File: src/rtl/rv_ctrl_id_pkg.sv
// Shared decode definitions for the ID-stage control unit: opcodes, ALU1 source
// encodings and the control bundle carried into the ID/EX register.
package rv_ctrl_id_pkg;

    localparam int unsigned OPC_W  = 7;
    localparam int unsigned REG_W  = 5;
    localparam int unsigned ALU1_W = 2;

    localparam logic [OPC_W-1:0] OP_R      = 7'b0110011;
    localparam logic [OPC_W-1:0] OP_R32    = 7'b0111011;
    localparam logic [OPC_W-1:0] OP_IMM    = 7'b0010011;
    localparam logic [OPC_W-1:0] OP_IMM32  = 7'b0011011;
    localparam logic [OPC_W-1:0] OP_LOAD   = 7'b0000011;
    localparam logic [OPC_W-1:0] OP_STORE  = 7'b0100011;
    localparam logic [OPC_W-1:0] OP_BRANCH = 7'b1100011;
    localparam logic [OPC_W-1:0] OP_JAL    = 7'b1101111;
    localparam logic [OPC_W-1:0] OP_JALR   = 7'b1100111;
    localparam logic [OPC_W-1:0] OP_LUI    = 7'b0110111;
    localparam logic [OPC_W-1:0] OP_AUIPC  = 7'b0010111;

    localparam logic [ALU1_W-1:0] ALU1_RS1  = 2'b00;
    localparam logic [ALU1_W-1:0] ALU1_ZERO = 2'b01;
    localparam logic [ALU1_W-1:0] ALU1_PC   = 2'b10;

    typedef struct packed {
        logic              branch;
        logic              mem_read;
        logic              mem_to_reg;
        logic              mem_write;
        logic              alu2_src;
        logic              reg_write;
        logic              jal;
        logic              jalr;
        logic [ALU1_W-1:0] alu1_src;
        logic [1:0]        reg_read;
        logic              illegal;
    } ctrl_t;

endpackage

File: src/rtl/rv_ctrl_dec.sv
// Combinational opcode-to-control-bundle decoder; unknown opcodes (which include any
// word with instr[1:0] != 11) and, on RV32, the 32b-word opcodes flag illegal.
module rv_ctrl_dec
    import rv_ctrl_id_pkg::*;
#(
    parameter int unsigned XLEN = 64
) (
    input  logic [OPC_W-1:0] opcode,
    output ctrl_t            ctrl
);

    localparam bit RV64 = (XLEN == 64);

    always_comb begin
        ctrl = '0;
        case (opcode)
            OP_R: begin
                ctrl.reg_read  = 2'b11;
                ctrl.reg_write = 1'b1;
            end
            OP_R32: begin
                ctrl.reg_read  = RV64 ? 2'b11 : 2'b00;
                ctrl.reg_write = RV64;
                ctrl.illegal   = !RV64;
            end
            OP_IMM: begin
                ctrl.alu2_src  = 1'b1;
                ctrl.reg_read  = 2'b01;
                ctrl.reg_write = 1'b1;
            end
            OP_IMM32: begin
                ctrl.alu2_src  = RV64;
                ctrl.reg_read  = RV64 ? 2'b01 : 2'b00;
                ctrl.reg_write = RV64;
                ctrl.illegal   = !RV64;
            end
            OP_LOAD: begin
                ctrl.mem_read   = 1'b1;
                ctrl.mem_to_reg = 1'b1;
                ctrl.alu2_src   = 1'b1;
                ctrl.reg_read   = 2'b01;
                ctrl.reg_write  = 1'b1;
            end
            OP_STORE: begin
                ctrl.mem_write = 1'b1;
                ctrl.alu2_src  = 1'b1;
                ctrl.reg_read  = 2'b11;
            end
            OP_BRANCH: begin
                ctrl.branch   = 1'b1;
                ctrl.reg_read = 2'b11;
            end
            OP_JAL: begin
                ctrl.branch    = 1'b1;
                ctrl.jal       = 1'b1;
                ctrl.alu1_src  = ALU1_PC;
                ctrl.alu2_src  = 1'b1;
                ctrl.reg_write = 1'b1;
            end
            OP_LUI: begin
                ctrl.alu1_src  = ALU1_ZERO;
                ctrl.alu2_src  = 1'b1;
                ctrl.reg_write = 1'b1;
            end
            OP_AUIPC: begin
                ctrl.alu1_src  = ALU1_PC;
                ctrl.alu2_src  = 1'b1;
                ctrl.reg_write = 1'b1;
            end
            OP_JALR: begin
                ctrl.branch    = 1'b1;
                ctrl.jalr      = 1'b1;
                ctrl.alu1_src  = ALU1_PC;
                ctrl.alu2_src  = 1'b1;
                ctrl.reg_read  = 2'b01;
                ctrl.reg_write = 1'b1;
            end
            default: ctrl.illegal = 1'b1;
        endcase
    end

endmodule

File: src/rtl/rv_ctrl_id.sv
// ID-stage control unit: decodes the instruction into the ID/EX register behind a
// valid/ready handshake, with load-use bubble insertion, flush and a stall counter.
module rv_ctrl_id
    import rv_ctrl_id_pkg::*;
#(
    parameter int unsigned XLEN  = 64,
    parameter int unsigned CNT_W = 16
) (
    input  logic             clk,
    input  logic             rstn,
    input  logic             in_valid,
    output logic             in_ready,
    input  logic [31:0]      instr_i,
    input  logic             flush_i,
    output logic             out_valid,
    input  logic             out_ready,
    output logic             branch_o,
    output logic             mem_read_o,
    output logic             mem_to_reg_o,
    output logic             mem_write_o,
    output logic             alu2_src_o,
    output logic             reg_write_o,
    output logic             jal_o,
    output logic             jalr_o,
    output logic [1:0]       alu1_src_o,
    output logic [1:0]       reg_read_o,
    output logic             illegal_o,
    output logic [4:0]       rs1_o,
    output logic [4:0]       rs2_o,
    output logic [4:0]       rd_o,
    output logic [CNT_W-1:0] stall_cnt_o
);

    ctrl_t            dec_c;
    ctrl_t            ctrl_q;
    logic [REG_W-1:0] rs1_q, rs2_q, rd_q;
    logic [CNT_W-1:0] stall_q;
    logic             valid_q;
    logic             adv, haz, hit_rs1, hit_rs2;
    logic             unused_instr_bits;

    rv_ctrl_dec #(.XLEN(XLEN)) u_dec (
        .opcode (instr_i[OPC_W-1:0]),
        .ctrl   (dec_c)
    );

    assign unused_instr_bits = ^{instr_i[31:25], instr_i[14:12]};

    // Load-use hazard against the load currently sitting in ID/EX; x0 never conflicts.
    assign adv      = !valid_q || out_ready;
    assign hit_rs1  = dec_c.reg_read[0] && (instr_i[19:15] == rd_q);
    assign hit_rs2  = dec_c.reg_read[1] && (instr_i[24:20] == rd_q);
    assign haz      = in_valid && valid_q && ctrl_q.mem_read && (rd_q != '0) && (hit_rs1 || hit_rs2);
    assign in_ready = flush_i || (adv && !haz);

    always_ff @(posedge clk or negedge rstn) begin
        if (!rstn) begin
            valid_q <= 1'b0;
            ctrl_q  <= '0;
            rs1_q   <= '0;
            rs2_q   <= '0;
            rd_q    <= '0;
            stall_q <= '0;
        end else if (flush_i) begin
            valid_q <= 1'b0;
            ctrl_q  <= '0;
            rs1_q   <= '0;
            rs2_q   <= '0;
            rd_q    <= '0;
        end else if (adv && haz) begin
            valid_q <= 1'b0;
            ctrl_q  <= '0;
            rs1_q   <= '0;
            rs2_q   <= '0;
            rd_q    <= '0;
            if (stall_q != '1) begin
                stall_q <= stall_q + CNT_W'(1);
            end
        end else if (adv && in_valid) begin
            valid_q <= 1'b1;
            ctrl_q  <= dec_c;
            rs1_q   <= instr_i[19:15];
            rs2_q   <= instr_i[24:20];
            rd_q    <= instr_i[11:7];
        end else if (adv) begin
            valid_q <= 1'b0;
        end
    end

    assign out_valid    = valid_q;
    assign branch_o     = ctrl_q.branch;
    assign mem_read_o   = ctrl_q.mem_read;
    assign mem_to_reg_o = ctrl_q.mem_to_reg;
    assign mem_write_o  = ctrl_q.mem_write;
    assign alu2_src_o   = ctrl_q.alu2_src;
    assign reg_write_o  = ctrl_q.reg_write;
    assign jal_o        = ctrl_q.jal;
    assign jalr_o       = ctrl_q.jalr;
    assign alu1_src_o   = ctrl_q.alu1_src;
    assign reg_read_o   = ctrl_q.reg_read;
    assign illegal_o    = ctrl_q.illegal;
    assign rs1_o        = rs1_q;
    assign rs2_o        = rs2_q;
    assign rd_o         = rd_q;
    assign stall_cnt_o  = stall_q;

endmodule
File: config.mk
export PLATFORM = sky130hd
export DESIGN_NAME = rv_ctrl_id
export DESIGN_NICKNAME = d
export VERILOG_FILES = /design/src/rtl/rv_ctrl_id_pkg.sv /design/src/rtl/rv_ctrl_dec.sv /design/src/rtl/rv_ctrl_id.sv
export SDC_FILE = /design/constraint.sdc
export NUM_CORES = 1
export LEC_CHECK = 0
export CORE_UTILIZATION = 50
export CTS_BUF_LIST = sky130_fd_sc_hd__clkbuf_8
export CTS_CLUSTER_DIAMETER = 120
export DETAILED_ROUTE_END_ITERATION = 16
export DONT_BUFFER_PORTS = 1
export PLACE_DENSITY = 0.67
export SYNTH_ARGS = -nofsm -noshare
export SYNTH_HDL_FRONTEND = slang
export SYNTH_SLANG_ARGS = --single-unit
File: constraint.sdc
create_clock -name clk -period 3.8 [get_ports clk]
set_input_delay 1.14 -clock clk [delete_from_list [all_inputs] [get_ports clk]]
set_output_delay 1.14 -clock clk [all_outputs]
set_load 0.01 [all_outputs]
### After elaboration in Yosys (flattened, before gate mapping)

Cells that the tools add are included.
W data, S select, Z words.

* word-level logic and storage cells: 83
* output and inout port bits: 46
* bits of input ports: 37
* bits in registers: 45

* equality and inequality tests: 14
* multiplexer cells: 26
* bitwise logic cells: 1
* reductions and logical operators: 25
* $add $sub $neg: 1

Operators with widths (number)
* $mux W5: 9
* $mux W13: 3
* $eq A7 B6 Y1 const B: 4
* $eq A7 B5 Y1 const B: 3
* $eq A7 B7 Y1 const B: 3
* $add A16 B1 Y16 const B: 1
* $ne A16 B16 Y1 const B: 1
* $mux W1: 11
* $reduce_or A11 Y1: 1
* $eq A5 B5 Y1: 2
* $logic_and A1 B1 Y1: 9
* $reduce_or A9 Y1: 1
* $pmux W2 S2: 2
* $reduce_or A4 Y1: 2
* $reduce_or A8 Y1: 1
* $eq A7 B2 Y1 const B: 1
* $reduce_or A3 Y1: 2
* $reduce_bool A5 Y1: 1
* $reduce_bool A4 Y1: 1
* $logic_or A1 B1 Y1: 3
* $reduce_and A3 Y1: 1
* $reduce_bool A3 Y1: 1
* $logic_not A1 Y1: 2
* $mux W2: 1
* $not A1 Y1: 1

### Logic depth before layout (Yosys ltp)

* word-level depth: 9
* mapped depth: 9
* gate-level depth less buffers: 7

### Modules after synthesis

From an unflattened synthesis, not the netlist that was laid out.

* cell total of the unflattened synthesis: 204
* area, all modules: 2322.2 um^2

By module, submodules not included
* rv_ctrl_id: area an instance 2092.0 um^2, instances 1, cells an instance 165, sequential area each 1126.1 um^2
* rv_ctrl_dec: area an instance 230.2 um^2, instances 1, cells an instance 39, sequential area each 0.0 um^2

### Worst setup path after synthesis

No wires, ideal clock.

* kind: input-to-output
* start point: input instr_i[2]
* end point: output in_ready
* required time: 2.660 ns
* buffers on the path: 0
* stages: 4
* slack: 0.529 ns
* data arrival time: 2.131 ns
* cells stage by stage: and4b_1 -> o21ai_1 -> o41ai_2 -> o21bai_1

* word-level cells in the longest chain between the ends: 9
* elaborated cells between the ends (all ways): 18
* classes of those cells: 8 x eq/ne; 1 x mux; 9 x reduce/logical

RTL lines
* start, declared: RTL line rv_ctrl_id.sv:13 `input logic [31:0] instr_i,`
* $eq A7 B5 Y1 (tied with other cells): RTL line rv_ctrl_dec.sv:16 `case (opcode)`
* $reduce_or A4 Y1 (no source line)
* $pmux W2 S2 (*): RTL line rv_ctrl_dec.sv:16
* $logic_and A1 B1 Y1 (on tied branches): RTL line rv_ctrl_id.sv:51, rv_ctrl_id.sv:52
* $logic_or A1 B1 Y1 (*): RTL line rv_ctrl_id.sv:53 `assign haz = in_valid && valid_q && ctrl_q.mem_read && (rd_q != '0) && (hit_rs1 || hit_rs2);`
* $logic_and A1 B1 Y1 (*): RTL line rv_ctrl_id.sv:53
* $logic_not A1 Y1 (*): RTL line rv_ctrl_id.sv:54 `assign in_ready = flush_i || (adv && !haz);`
* $logic_and A1 B1 Y1 (*): RTL line rv_ctrl_id.sv:54
* $logic_or A1 B1 Y1 (*): RTL line rv_ctrl_id.sv:54
* end, declared: RTL line rv_ctrl_id.sv:12 `output logic in_ready,`

Every way passes the cells marked *; elsewhere a longest branch is shown, timed or not.

### Final worst setup path

* start point: register rd_q[3], in the netlist rd_o[3]
* end point: output in_ready

* word-level cells in the longest chain between the ends: 7
* elaborated cells between the ends (all ways): 11
* classes of those cells: 2 x eq/ne; 9 x reduce/logical

RTL lines
* start, declared: RTL line rv_ctrl_id.sv:36 `logic [REG_W-1:0] rs1_q, rs2_q, rd_q;`
* start signal, assigned: RTL line rv_ctrl_id.sv:84 `rd_q <= instr_i[11:7];`
* $eq A5 B5 Y1 (on tied branches): RTL line rv_ctrl_id.sv:51, rv_ctrl_id.sv:52
* $logic_and A1 B1 Y1 (on tied branches): RTL line rv_ctrl_id.sv:51, rv_ctrl_id.sv:52
* $logic_or A1 B1 Y1: RTL line rv_ctrl_id.sv:53
* $logic_and A1 B1 Y1 (*): RTL line rv_ctrl_id.sv:53
* $logic_not A1 Y1 (*): RTL line rv_ctrl_id.sv:54
* $logic_and A1 B1 Y1 (*): RTL line rv_ctrl_id.sv:54
* $logic_or A1 B1 Y1 (*): RTL line rv_ctrl_id.sv:54

Marked as above.

==> flow_metrics.tcl <==
set metrics [dict create \
    cts.path.max_buffers 2 \
    synthMuxAreaShare_pct 0.941 \
    worst_slew_pin_slew_ps 898 \
    via_count 1766 \
    period_needed_ps 3290 \
    max-slew-margin-rel_pct 40.0 \
    synth-edff-count 0 \
    cts_root_buf "clkbuf_8" \
    path_clk_slew_ps 80 \
    setup_viol 0 \
    outcome "finished with violations" \
    ys.flop_type "dfrtp_1" \
    max_clock_freq_mhz 304 \
    ys_types 44 \
    synth-simple-area-share_pct 25.7 \
    synth_compound_area_share_pct 13.6 \
    min_period_over_period_pct 86.6 \
    die_h_um 71.2 \
    syn_area_per_cell_um2 9.57 \
    drv_slew 0 \
    die_area_um2 5070 \
    synth_xor_area_share_pct 8.79 \
    ctsHoldBuffers 0 \
    routed_wl_um 4940 \
    yosysWarnings 0 \
    cts_num_sinks 44 \
    min_path_type "in -> async" \
    core_region_area_um2 4470 \
    grt_usage_pct 21.6 \
    rsz0062_at_grt "no" \
    start_util_pct 53.5 \
    fp-row-count 24 \
    clk-insertion-delay-late_ps 290 \
    postPlaceCellArea_um2 2400 \
    critPathCaptureType "output port" \
    async_flop_share_pct 100 \
    wl_per_cell_um 16.4 \
    cap_violations 0 \
    routed_via_density 5.87 \
    first_pass_iters 10 \
    ys_ff_latch 44 \
    critPathKind "reg -> out" \
    grt_pass1_vias 1760 \
    antenna_found_initial 0 \
    synth_top_family_by_area "simple AND/OR/NAND/NOR gates" \
    p_leak_uw 0.00109 \
    cp-start-kind "flip-flop" \
    grt_pass1_wl_um 8450 \
    max-vdd-ir-drop_uv 219 \
    nets 288 \
    cts_resized 0 \
    cts_inserted_buffers 5 \
    cts_tree "built" \
    postCtsSetupBuffers 0 \
    drc 5 \
    antenna_left 0 \
    hold_ws_ps 538 \
    numPortBuffers 0 \
    top_level_ports 83 \
    required_ps 2660 \
    fin_skew_ps 4.42 \
    timing_hold_violations_final 0 \
    antenna_cells 0 \
    ys_seq_area_share_pct 46.0 \
    dp_hpwl_um 3600 \
    syn_to_final_growth_pct 4.65 \
    syn-instance-count 250 \
    htree_levels 2 \
    p_per_area_nw_per_um2 362 \
    violations "design-rule violations" \
    gp_congestion 0.883 \
    synth_area_leaders "dfrtp_1 46%, nand2_1 7.5%, a21oi_2 5.5%" \
    worstPathArrival_ps 2150 \
    grt.overflow.total 0 \
    synth_fa_ha_area_share_pct 0.523 \
    fin_tns_setup_ps 0 \
    synth_nets 288 \
    drive_above_1_share_pct 13.7 \
    grt_max_degree 45 \
    syn_area_um2 2390 \
    final_area_um2 2500 \
    crit_fanout 5 \
    drt_iter0_drc 114 \
    die_x_um 71.2 \
    yosysTopAreaCellShare_pct 46.0 \
    yosys.area.top_type "dfrtp_1" \
]
worst max-delay path: stages (launching register included):
cell and delay [ps]:
dfrtp_1 490, or4_1 580, o2111a_1 280, nand4_1 120, o41ai_2 100, o21bai_1 300
state kept, by name, indices dropped and copies added (netlist names), 2 cells and up:
signal / cells
alu1_src_o: 2
rd_o: 5
reg_read_o: 2
rs1_o: 5
rs2_o: 5
stall_cnt_o: 16
metal layers:
layer	global-route usage, %	up-vias	routed length (um)
li1	-	863	-
met1	28.5	832	2260
met2	32.4	66	2160
met3	9.83	5	463
met4	6.00	0	59
met5	0	-	0
power breakdown:
| group | switching (uW) | total, uW | internal [uW] |
|---|---|---|---|
| sequential | 19.6 | 500 | 481 |
| combinational | 45.8 | 75.0 | 29.2 |
| clock | 143 | 332 | 189 |
cells in the mapped netlist (2+ instances only):
cell type  number
nor4_1          3
nor4_2          4
xor2_1         13
a21oi_2        15
o2111ai_1       2
and2_1          2
nor3_1          9
buf_6           5
mux2_1          2
clkbuf_1        5
nand2b_1        5
and3_1          2
dfrtp_1        44
xnor2_1        11
nor2_1         19
a21oi_1         9
or3_1           2
inv_1           6
nand2_1        48
nand4_1         6
a2bb2oi_1       2
nand3_1        13
nor2b_1         2
cell usage in the layout, fill, tap and decap left out, drive strengths merged, types with 2 or more instances in the layout:
cell type,count
nand2,48
dfrtp,44
a21oi,24
nor2,19
nand3,13
xor2,13
xnor2,11
nor3,10
nor4,7
nand4,6
inv,6
nand2b,5
clkbuf,5
buf,4
nor2b,2
o2111ai,2
or3,2
mux2,2
and2,2
and3,2
a2bb2oi,2
o21ai,2
a31oi,2
through the flow:
step | instances | util (%) | worst slack, ps | total power (uW)
3_5_place_dp | 295 | 53.7 | 550 | 585
2_1_floorplan | 250 | - | 529 | 574
6_report | 301 | 56.0 | 510 | 907
3_3_place_gp | 295 | 53.7 | 547 | 584
5_1_grt | 301 | 56.0 | 424 | 949
4_1_cts | 301 | 56.0 | 497 | 917
worst paths after layout:
check	startpoint	endpoint	slack, ps	cells past startpoint
worst min register to register	stall_cnt_o[8]	stall_cnt_o[8]	550	1
worst max register to register	rd_o[3]	alu1_src_o[1]	1350	8
min in group clk	stall_cnt_o[8]	stall_cnt_o[8]	550	1
worst min-delay path	rstn	stall_cnt_o[15]	540	0
max in group asynchronous	rstn	stall_cnt_o[4]	3180	0
worst max-delay path	rd_o[3]	in_ready	510	5
cell families (layout without fill, tap and decap cells):
kind of cell / after synthesis / after routing
buffers and inverters: 17 / 16
xor gates and xnor gates: 24 / 24
AOI/OAI and AO/OA: 40 / 40
muxes: 2 / 2
adders and majority gates: 1 / 1
DFF: 44 / 44
and+or+nand+nor: 122 / 122
final cells by class:
cell class,instances,area [um^2]
Clock buffer,5,68.8
Clock inverter,1,30.0
Fill cell,385,1970
Inverter,6,22.5
Multi-Input combinational cell,189,1190
Sequential cell,44,1100
Tap cell,52,65.1
Timing Repair Buffer,4,30.0
Power figures use the tool's default switching activity.
==> RTL change 1, RTL diff (config.mk and constraints unchanged) <==
Make the reset (`rstn`) synchronous in one clocked block.
--- a/src/rtl/rv_ctrl_id.sv
+++ b/src/rtl/rv_ctrl_id.sv
@@ -55,3 +55,3 @@
 
-    always_ff @(posedge clk or negedge rstn) begin
+    always_ff @(posedge clk) begin
         if (!rstn) begin
Behaviour: differs if rstn is asserted again (counterexample within 4 cycles, from zero or initial values and one cycle with rstn low); with rstn held inactive, the same outputs for 10 cycles.
==> RTL change 1 against the unedited design <==
Critical path depth did not move; sequential cell count did not move; via count rose by 0.96%; area after synthesis fell by 7.5%; setup slack got worse by 190 ps; fmax fell by 5.4%; total power fell by 2.9%; final area fell by 6.5%; routed wire length fell by 8.8%; clock skew rose by 1.5 ps; clock power rose by 4%; critical path type is now primary input to primary output.
==> RTL change 1: results (changes against the unedited design) <==
Detailed routing
  – Routed via count: 1,783 (+0.96%)
  – WL met1: 1973 µm (-13%)
  – Met2 WL: 2064 µm (-4.3%)
  – Met3 routed WL: 429 µm (-7.3%)
  – Drt total wl: 4506 µm (-8.8%)
  – WL per Instance: 14.35 µm (-13%)

Logic synthesis
  – Mux share of post-synthesis cell area: 5.879% (+4.9 points)
  – Top cells by area, synth: dfxtp_1 40%, nand2_1 10%, a21oi_1 6.3%
  – Area fraction in compound gates after synthesis: 16.62% (+3.0 points)
  – Adder-Cell Fraction of Synth Area: 0.5653% (+0.042 points)
  – Sequential area share after synthesis: 39.80% (-6.2 points)
  – Syn_nets: 303 (+5.2%)
  – Synth Area in XOR/XNOR: 4.353% (-4.4 points)

Hold path
  – Hold Crit Class: register to register

Pwr
  – Switching share of power: 22.25% (-0.75 points)
  – Static leakage: 0.8959 nW (-18%)
  – Peak supply drop: 0.2160 mV (-1.2%)

Final layout
  – Share of layout cells above drive strength 1: 7.955% (-5.7 points)

Critical path
  – Critical Path AT: 2340 ps (+190 ps)
  – Reg-to-reg setup timing slack: 1620 ps (+270 ps)
  – CP delay by family, top: compound AO/OA/AOI/OAI gates
  – Crit-path max cell delay: 330 ps (-250 ps)
  – Critical path's slowest cell: a211oi_2

GRT
  – Gr usage total: 20.16% (-1.5 points)
  – Largest net degree at the start of global routing: 28 (-38%)

Timing
  – Final clock skew: 5.946 ps (+1.523 ps)

Run status
  – Status: complete, no violations

Placement
  – Placer Congestion: 0.9371 (+6.2%)
-- RTL change 1: changes by cell type after synthesis, moves of 5 or more --
cell	delta
mux2i_1	+13
a21oi_1	+19
xor2_1	-10
a21oi_2	-15
nand2b_1	+9
nor2_1	-5
dfrtp_1	-44
nor3_1	-6
nand2_1	+13
dfxtp_1	+44
-- RTL change 1: cell families after synthesis --
family | Yosys count
AOI/OAI and AO/OA | 51
xor gates and xnor gates | 11
buffers and inverters | 17
and+or+nand+nor | 128
DFF | 44
adders and majority gates | 1
muxes | 13
-- RTL change 1: worst max path at each step --
| stage | startpoint | endpoint | depth (start not counted) |
|---|---|---|---|
| floorplan | instr_i[2] | in_ready | 7 |
| global placement | instr_i[3] | in_ready | 5 |
| detailed placement | instr_i[3] | in_ready | 5 |
| CTS | instr_i[3] | in_ready | 5 |
| global route | instr_i[3] | in_ready | 5 |
| finish | instr_i[3] | in_ready | 5 |
-- RTL change 1: worst min-delay path, cell delays in order (launching register included) --
cell and delay [ps]:
dfxtp_1 340, nand2_1 60, a21oi_1 50
-- RTL change 1: routing by layer --
| layer | GRT usage (%) | up-vias |
|---|---|---|
| met2 | 32.97 | 61 |
| met4 | 6.771 | 0 |
| met1 | 23.34 | 803 |
| met3 | 8.882 | 4 |
| li1 | - | 915 |
| met5 | 0 | - |
-- RTL change 1: power by group through the flow --
stage	sequential [W]	clock [W]	combinational (W)
after CTS	0.000478	0.000358	0.0000588
after global placement	0.000489	0	0.0000575
after floorplan	0.000487	0	0.0000536
final	0.000478	0.000345	0.0000581
after detailed placement	0.000489	0	0.0000586
after global routing	0.000479	0.000375	0.0000663
-- RTL change 1: metrics by stage --
stage,instance area (µm²),power (W),utilization [%],setup WS [ps]
final,2341,0.0008806,56.89,322.0
after global routing,2341,0.0009202,56.89,251.0
after CTS,2341,0.0008951,56.89,309.3
after detailed placement,2233,0.0005474,54.27,311.3
after global placement,2233,0.0005462,54.27,330.0
after floorplan,2213,0.0005405,-,265.7
-- RTL change 1: final cells by class --
class                      instances  area [µm²]
sequential                        44       880.8
inverter                           4       15.01
multi-input combinational        204        1245
timing repair buffer               4       30.03
clock inverter                     3       38.79
fill                             396        1774
clock buffer                       5       68.82
tap                               50       62.56
==> RTL change 2, RTL diff (same settings) <==
Without the edit above. `XLEN` is set to 64 in 2 places; all go to 32.
--- a/src/rtl/rv_ctrl_dec.sv
+++ b/src/rtl/rv_ctrl_dec.sv
@@ -5,3 +5,3 @@
 #(
-    parameter int unsigned XLEN = 64
+    parameter int unsigned XLEN = 32
 ) (
--- a/src/rtl/rv_ctrl_id.sv
+++ b/src/rtl/rv_ctrl_id.sv
@@ -5,3 +5,3 @@
 #(
-    parameter int unsigned XLEN  = 64,
+    parameter int unsigned XLEN  = 32,
     parameter int unsigned CNT_W = 16
Check against the original RTL: not equivalent (Yosys sat finds a counterexample within 4 cycles, from zero or initial values and one cycle with rstn low).
==> RTL change 2 against the unedited design <==
Register-to-register slack improved by 150 ps; clock power decreased by 6.6%; total power decreased by 3.9%; clock skew increased by 0.56 ps; area after synthesis decreased by 7.6%; routed wire length decreased by 4.2%; final area decreased by 6.8%; non-clock buffer count decreased by 1; via count decreased by 3.8%; setup slack got worse by 24 ps; sequential cell count unchanged.
==> RTL change 2: results (changes against the unedited design) <==
Final layout
  – Area taken by multi-input logic gates: 1030 µm² (-13%)
  – Invs w/o clock: 5 (-1)
  – Seq_cells: 44 (unchanged)
  – Sequential share of cell area: 47.21% (+3.2 points)
  – Final nets: 274 (-4.9%)
  – Non-clock buffer share: 0.9657% (-0.23 points)
  – Number of non-clock buffers: 3 (-1)
  – Clock buf/inv share: 4.185% (+0.24 points)
  – #MultiIn Comb: 177 (-6.3%)
  – CLK BUF: 6 (+1)

GRT
  – First-pass GRT wire length: 7672 µm (-9.2%)
  – Vias in the first global route: 1,591 (-9.6%)
  – Gr usage total: 22.58% (+0.94 points)

Logic synthesis
  – Synth cell types: 34 (-23%)

Critical path
  – Critical path's slowest cell: and4bb_2
  – Critical Path AT: 2170 ps (+20 ps)
  – Crit-path max cell delay: 310 ps (-270 ps)
  – End of the worst register-to-register path: branch_o$_DFFE_PN0P_
  – Reg-to-reg setup timing slack: 1500 ps (+150 ps)
  – Worst r2r src: rd_o[0]$_DFFE_PN0P_

Timing
  – Hold Slack: 525.0 ps (-13.18 ps)
  – Slew margin rel.: 46.53% (+6.5 points)
  – Final clock skew: 4.981 ps (+0.5575 ps)
  – Fin crit share: 87.19% (+0.62 points)

Pwr
  – Comb power: 0.0000609 W (-19%)
  – Peak supply drop: 0.1790 mV (-18%)
  – Static leakage: 1.043 nW (-4.2%)
  – P_clk: 0.000310 W (-6.6%)

Placement
  – Post-Place Cell Area: 2235 µm² (-7.1%)
  – Placer Congestion: 0.7974 (-9.7%)
  – Place WS: 510.2 ps (-40.18 ps)

Detailed routing
  – WL per Instance: 16.49 µm (+0.46%)
  – Drt first pass iters: 4 (-6)
  – Vias per cell: 5.920 (+0.90%)

Run status
  – Status: complete, no violations
-- RTL change 2: cell types whose count changed in the layout (fill, tap and decap cells not counted), sizes merged, moves of 3 or more --
cell,change
xnor2,-3
nand3,-3
xor2,+3
nor4,+3
-- RTL change 2: kinds of logic after synthesis --
group,count (synthesis),share of synthesized area (%)
compound gates,35,9.513
xor+xnor,24,9.513
mux,2,1.019
buf+inv,17,3.568
simple gates,115,25.99
flops,44,49.83
fa+ha+maj,1,0.5662
-- RTL change 2: worst register-to-register path, delay by kind of cell (launching register included) --
family | cells | cell delay (ps)
buf+inv | 2 | 490
simple gates | 2 | 670
compound gates | 4 | 560
flops | 1 | 480
-- RTL change 2: per-layer routing --
metal / vias to the layer above / track usage, % / wire, µm / share of wire (%)
met3: 7 / 8.667 / 456 / 9.6
met1: 815 / 31.75 / 2199 / 46
met4: 0 / 8.333 / 65 / 1.4
met5: - / 0 / 0 / 0
met2: 64 / 31.13 / 2010 / 42
li1: 813 / - / - / -
